## src/rtl/cordic_rotator.sv

```systemverilog
// -----------------------------------------------------------------------------
// cordic_rotator
//
// Fully pipelined CORDIC rotator (rotation mode). Rotates (Xin, Yin) by a
// signed 32-bit binary angle (2^32 = 360 degrees) and returns the K-scaled
// result (K ~= 1.6468) on Xout/Yout, WIDTH+2 clocks after the input is
// sampled. A new sample is accepted on every rising edge; there is no
// handshake and no stall.
//
// Pipeline: 1 quadrant pre-rotation stage, WIDTH micro-rotation stages,
// 1 saturating output stage.
//
// Ports:
//   clock     in   rising-edge clock
//   reset     in   asynchronous, active-high reset (clears every stage)
//   angle     in   [ANGLE_W-1:0] binary angle, 0x40000000 = 90 degrees
//   Xin, Yin  in   [WIDTH-1:0] signed input vector
//   Xout,Yout out  [WIDTH-1:0] signed rotated vector (registered, saturated)
//   in_valid  in   sample qualifier       (only with CORDIC_VALID_EN)
//   out_valid out  result qualifier       (only with CORDIC_VALID_EN)
//
// Build option:
//   CORDIC_VALID_EN - when defined, adds in_valid/out_valid and a WIDTH+2
//                     deep valid shift register aligned with the datapath.
// -----------------------------------------------------------------------------
module cordic_rotator #(
    parameter int WIDTH   = 16,
    parameter int ANGLE_W = 32
) (
    input  logic                     clock,
    input  logic                     reset,
    input  logic       [ANGLE_W-1:0] angle,
    input  logic signed [WIDTH-1:0]  Xin,
    input  logic signed [WIDTH-1:0]  Yin,
`ifdef CORDIC_VALID_EN
    input  logic                     in_valid,
    output logic                     out_valid,
`endif
    output logic signed [WIDTH-1:0]  Xout,
    output logic signed [WIDTH-1:0]  Yout
);

    // Two guard bits: gain K < 2 and the pre-rotation negation of the most
    // negative input both fit, so no intermediate value can wrap.
    localparam int XW = WIDTH + 2;

    // atan(2^-i) scaled so that 2^32 is a full turn, rounded to nearest.
    function automatic logic [31:0] atan_lut(input int i);
        logic [31:0] r;
        r = '0;
        case (i)
            0:  r = 32'h2000_0000;
            1:  r = 32'h12E4_051E;
            2:  r = 32'h09FB_385B;
            3:  r = 32'h0511_11D4;
            4:  r = 32'h028B_0D43;
            5:  r = 32'h0145_D7E1;
            6:  r = 32'h00A2_F61E;
            7:  r = 32'h0051_7C55;
            8:  r = 32'h0028_BE53;
            9:  r = 32'h0014_5F2F;
            10: r = 32'h000A_2F98;
            11: r = 32'h0005_17CC;
            12: r = 32'h0002_8BE6;
            13: r = 32'h0001_45F3;
            14: r = 32'h0000_A2FA;
            15: r = 32'h0000_517D;
            16: r = 32'h0000_28BE;
            17: r = 32'h0000_145F;
            18: r = 32'h0000_0A30;
            19: r = 32'h0000_0518;
            20: r = 32'h0000_028C;
            21: r = 32'h0000_0146;
            22: r = 32'h0000_00A3;
            23: r = 32'h0000_0051;
            24: r = 32'h0000_0029;
            25: r = 32'h0000_0014;
            26: r = 32'h0000_000A;
            27: r = 32'h0000_0005;
            28: r = 32'h0000_0003;
            29: r = 32'h0000_0001;
            30: r = 32'h0000_0001;
            31: r = 32'h0000_0000;
            default: r = 32'h0000_0000;
        endcase
        return r;
    endfunction

    // Clamp a guard-bit value into the signed WIDTH output range. In range
    // exactly when the top three bits agree.
    function automatic logic signed [WIDTH-1:0] saturate(input logic signed [XW-1:0] v);
        logic signed [WIDTH-1:0] r;
        // NOTE: r is given a value on every path before the branches, so the
        // logic stays purely combinational no matter which branch is taken.
        r = v[WIDTH-1:0];
        if (!(v[XW-1:WIDTH-1] == '0 || v[XW-1:WIDTH-1] == '1)) begin
            r = v[XW-1] ? {1'b1, {(WIDTH-1){1'b0}}} : {1'b0, {(WIDTH-1){1'b1}}};
        end
        return r;
    endfunction

    logic signed [XW-1:0]      xin_ext, yin_ext;
    logic signed [XW-1:0]      x [0:WIDTH];
    logic signed [XW-1:0]      y [0:WIDTH];
    logic        [ANGLE_W-1:0] z [0:WIDTH];

    assign xin_ext = {{2{Xin[WIDTH-1]}}, Xin};
    assign yin_ext = {{2{Yin[WIDTH-1]}}, Yin};

    // x/y/z[0] hold the pre-rotated sample; stage i maps index i to i+1.
    // z[WIDTH] is never consumed and is trimmed by synthesis.
    always_ff @(posedge clock or posedge reset) begin
        if (reset) begin
            // NOTE: every pipeline stage is cleared, not just the outputs, so
            // in-flight samples are discarded and the outputs read 0 until a
            // post-reset sample has travelled the full pipe.
            for (int i = 0; i <= WIDTH; i++) begin
                x[i] <= '0;
                y[i] <= '0;
                z[i] <= '0;
            end
            Xout <= '0;
            Yout <= '0;
        end else begin
            // NOTE: all state uses non-blocking assignment, so each stage reads
            // the previous stage's value from before this edge.
            // Quadrant pre-rotation leaves a residual in [-90, +90) degrees,
            // inside the convergence range of the micro-rotations.
            case (angle[ANGLE_W-1 -: 2])
                2'b01: begin
                    x[0] <= -yin_ext;
                    y[0] <= xin_ext;
                    z[0] <= {2'b00, angle[ANGLE_W-3:0]};
                end
                2'b10: begin
                    x[0] <= yin_ext;
                    y[0] <= -xin_ext;
                    z[0] <= {2'b11, angle[ANGLE_W-3:0]};
                end
                default: begin
                    x[0] <= xin_ext;
                    y[0] <= yin_ext;
                    z[0] <= angle;
                end
            endcase

            // Micro-rotations: steer towards zero residual angle.
            for (int i = 0; i < WIDTH; i++) begin
                if (!z[i][ANGLE_W-1]) begin
                    x[i+1] <= x[i] - (y[i] >>> i);
                    y[i+1] <= y[i] + (x[i] >>> i);
                    z[i+1] <= z[i] - atan_lut(i);
                end else begin
                    x[i+1] <= x[i] + (y[i] >>> i);
                    y[i+1] <= y[i] - (x[i] >>> i);
                    z[i+1] <= z[i] + atan_lut(i);
                end
            end

            Xout <= saturate(x[WIDTH]);
            Yout <= saturate(y[WIDTH]);
        end
    end

`ifdef CORDIC_VALID_EN
    // One bit per register stage of the datapath, so the MSB lines up with
    // the sample currently on Xout/Yout.
    logic [WIDTH+1:0] vpipe;

    always_ff @(posedge clock or posedge reset) begin
        if (reset) begin
            vpipe <= '0;
        end else begin
            vpipe <= {vpipe[WIDTH:0], in_valid};
        end
    end

    assign out_valid = vpipe[WIDTH+1];
`endif

endmodule

```

## config.mk

```make
export PLATFORM = sky130hd
export DESIGN_NAME = cordic_rotator
export DESIGN_NICKNAME = d
export VERILOG_FILES = /design/src/rtl/cordic_rotator.sv
export SDC_FILE = /design/constraint.sdc
export NUM_CORES = 2
export LEC_CHECK = 0
export BUFFER_PORTS_ARGS = -buffer_cell sky130_fd_sc_hd__buf_4
export CAP_MARGIN = 20
export CORE_ASPECT_RATIO = 1.2
export CORE_MARGIN = 2
export CORE_UTILIZATION = 60
export DETAILED_ROUTE_END_ITERATION = 6
export PLACE_DENSITY_LB_ADDON = 0.12
export RECOVER_POWER = 100
export SLEW_MARGIN = 30
export SYNTH_ARGS = -nofsm -noshare
export SYNTH_HDL_FRONTEND = slang
export SYNTH_SLANG_ARGS = --single-unit
```

## constraint.sdc

```tcl
create_clock -name clock -period 51.4 [get_ports clock]
set_clock_uncertainty 0.2 [all_clocks]
set_input_delay 7.71 -clock clock [delete_from_list [all_inputs] [get_ports clock]]
set_output_delay 7.71 -clock clock [all_outputs]
set_load 0.005 [all_outputs]
```

==> impl_metrics.env <==
export IMPL_status="finished, violations left"
export IMPL_violations="capacitance limit, slew limit"
export IMPL_cts_setup_buffers=0
export IMPL_holdBufCountCts=0
export IMPL_clk_latency_ps=750
export IMPL_cts_buffers=120
export IMPL_antenna_found_initial=0
export IMPL_synthDistinctLibCells=92
export IMPL_rows=146
export IMPL_grt_pass1_wl_um=284000
export IMPL_post_route_util=0.657
export IMPL_hold_violations=0
export IMPL_cp_required_ps=50530
export IMPL_routed_wl_um=168000
export IMPL_dr_total_vias=61051
export IMPL_initial_core_util=0.605
export IMPL_avgSynthCellArea_um2=9.36
export IMPL_reg2reg_depth=14
export IMPL_r2r_end="z[214]$_DFF_PP0_"
export IMPL_setup_viol=0
export IMPL_drtIter0Drc=3044
export IMPL_slew_viol_final=1474
export IMPL_crit_slowest_cell="clkbuf_1"
export IMPL_syn_area_um2=80000
export IMPL_coreArea_um2=132000
export IMPL_cts_root_buf="clkbuf_16"
export IMPL_min_period_over_period=0.476
export IMPL_path_clk_slew_ps=60
export IMPL_synthFlopType="dfrtp_1"
export IMPL_die_w_um=337
export IMPL_grt_max_degree=193
export IMPL_async_flop_share=1.00
export IMPL_start_kind="input port"
export IMPL_ios=98
export IMPL_cap_violations=22
export IMPL_cp_max_fo=130
export IMPL_hpwlAfterDp_um=130000
export IMPL_design_area_um2=86800
export IMPL_yosysTopAreaCellShare=0.351
export IMPL_tightest_slew_ps=6160
export IMPL_slew_headroom=-3.11
export IMPL_rsz0062_at_grt="false"
export IMPL_drive_gt1_frac=0.0428
export IMPL_wl_per_cell_um=16.0
export IMPL_dieArea_um2=136000
export IMPL_postPlaceCellArea_um2=82800
export IMPL_crit_start="reset"
export IMPL_drtPass1Iterations=5
export IMPL_drc=0
export IMPL_slowest_delay_ps=4470
export IMPL_dieHeight_um=404
export IMPL_syn_nets=9694
export IMPL_syn2layout_area_growth_pct=8.55
export IMPL_r2r_slack_ps=44790
export IMPL_r2r_start="z[255]$_DFF_PP0_"
export IMPL_avgViaCountPerCell=5.79
export IMPL_fmax_ghz=0.0409
export IMPL_tns_ps=0
export IMPL_yosys_warnings=0
export IMPL_synth_area_leaders="dfrtp_1 (35%), ha_1 (16%), xnor2_1 (7.9%)"
export IMPL_cts_sinks=1123
export IMPL_crit_path_end_kind="async pin"
export IMPL_period_needed_ps=24470
export IMPL_grt_util_all_layers=0.248
export IMPL_cts_buffer_depth=3
export IMPL_crit_top_cell="clkbuf_1"
export IMPL_drtAntennaViolNets=0
export IMPL_cts_repair_resized=0
export IMPL_overflow=0
export IMPL_crit_end="z[434]$_DFF_PP0_"
export IMPL_ys_seq_area_frac=0.351
export IMPL_synth_edf_count=0
export IMPL_cts_tree="built"
export IMPL_syn_instance_count=8539
export IMPL_synth_largest_area_cell="dfrtp_1"
export IMPL_nets=9816
export IMPL_crit_chain="clkbuf_4 -> clkinvlp_2 -> clkbuf_1 -> clkbuf_1 -> clkbuf_1 -> clkbuf_1"
export IMPL_place_port_buffers=97
export IMPL_crit_type="in -> async"
export IMPL_antennaDiodeCount=0
export IMPL_grt_pass1_vias=60652
export IMPL_gp_congestion=0.906
export IMPL_h_tree_depth=3
export IMPL_ys_ff_latch=1123
export IMPL_arrival_ps=23600
export IMPL_holdCritPathClass="reg -> reg"
==> layout by cell type (no fill, tap or decap), types with 22 or more instances in the layout <==
| cell type | instances |
|---|---|
| a211oi_1 | 73 |
| a21boi_0 | 33 |
| a21o_1 | 335 |
| a21oi_1 | 866 |
| a31oi_1 | 76 |
| and3_1 | 64 |
| buf_4 | 37 |
| bufinv_16 | 23 |
| clkbuf_1 | 60 |
| clkbuf_16 | 122 |
| clkbuf_4 | 58 |
| dfrtp_1 | 1121 |
| fa_1 | 47 |
| ha_1 | 1042 |
| inv_1 | 486 |
| mux2i_1 | 49 |
| nand2_1 | 432 |
| nand2b_1 | 111 |
| nand3_1 | 116 |
| nand4_1 | 58 |
| nor2_1 | 746 |
| nor2b_1 | 130 |
| nor3_1 | 212 |
| nor4_1 | 31 |
| o211ai_1 | 32 |
| o21a_1 | 131 |
| o21ai_0 | 480 |
| o21bai_1 | 115 |
| o31ai_1 | 35 |
| o41ai_1 | 22 |
| or2_2 | 22 |
| or3_1 | 67 |
| xnor2_1 | 719 |
| xor2_1 | 339 |
==> registers in the layout, summed over array words and instances, names as in the netlist <==
signal and cells:
z 480, y 306, x 305, Xout 16
Yout 16
==> critical path: cells and delay by family <==
kind	cells	cell delay [ps]
buffers and inverters	6	15620
==> cell families (layout without fill, tap and decap cells) <==
logic type / Yosys count / in the layout / share of synthesized area
AOI/OAI and AO/OA: 2450 / 2450 / 0.193
and+or+nand+nor: 2108 / 2108 / 0.125
DFF: 1123 / 1123 / 0.351
adders and majority gates: 1089 / 1089 / 0.175
xor gates and xnor gates: 1058 / 1058 / 0.116
buffers and inverters: 636 / 860 / 0.0299
muxes: 75 / 75 / 0.00983
==> per-layer routing <==
layer / track usage / part of all wire
met2: 0.471 / 0.53
met5: 0 / 0
met1: 0.286 / 0.41
met3: 0.0263 / 0.034
met4: 0.0893 / 0.034
==> worst min-delay path by stage <==
stage / startpoint / end / slack (ps) / cells past startpoint
after floorplan: z[160]$_DFF_PP0_ / z[128]$_DFF_PP0_ / 130 / 0
after global placement: z[536]$_DFF_PP0_ / z[504]$_DFF_PP0_ / 130 / 0
after detailed placement: z[161]$_DFF_PP0_ / z[129]$_DFF_PP0_ / 130 / 0
after CTS: z[161]$_DFF_PP0_ / z[129]$_DFF_PP0_ / 150 / 0
after global routing: z[192]$_DFF_PP0_ / z[160]$_DFF_PP0_ / 150 / 0
final: z[161]$_DFF_PP0_ / z[129]$_DFF_PP0_ / 150 / 0
==> cell type report <==
class,instances,area (um2)
inverters,491,1840
repair buffers,145,908
well taps,1776,2220
multi-input cells,6780,49400
fillers,10708,45300
flip-flops and latches,1123,28100
clock buffers,141,3200
clock inverters,83,1140
==> synthesized netlist by cell type, types with 31 or more instances <==
cell,instances
o21a_1,131
and3_1,64
nand3_1,116
or3_1,67
a211oi_1,72
inv_1,487
nor3_1,212
o21ai_0,449
nand2b_1,111
xnor2_1,719
a21o_1,335
a31oi_1,73
nand2_1,432
dfrtp_1,1123
o21ai_1,31
a21boi_0,31
fa_1,47
nor2_1,746
mux2i_1,49
a21oi_1,861
clkbuf_1,128
xor2_1,339
o21bai_1,115
o31ai_1,34
ha_1,1042
nor4_1,31
nor2b_1,130
o211ai_1,32
nand4_1,58
==> per-stage QoR <==
stage / instances / worst slack, ps / hold WS, ps
detailed placement: 10312 / 39130 / 135
CTS: 10536 / 39990 / 148
global placement: 10311 / 38900 / 132
global route: 10539 / 22560 / 152
finish: 10539 / 26930 / 147
floorplan: 8539 / 11870 / 131
Power is not shown: default switching activity piles up to over one toggle a cycle in this logic, so the estimate is an artifact.
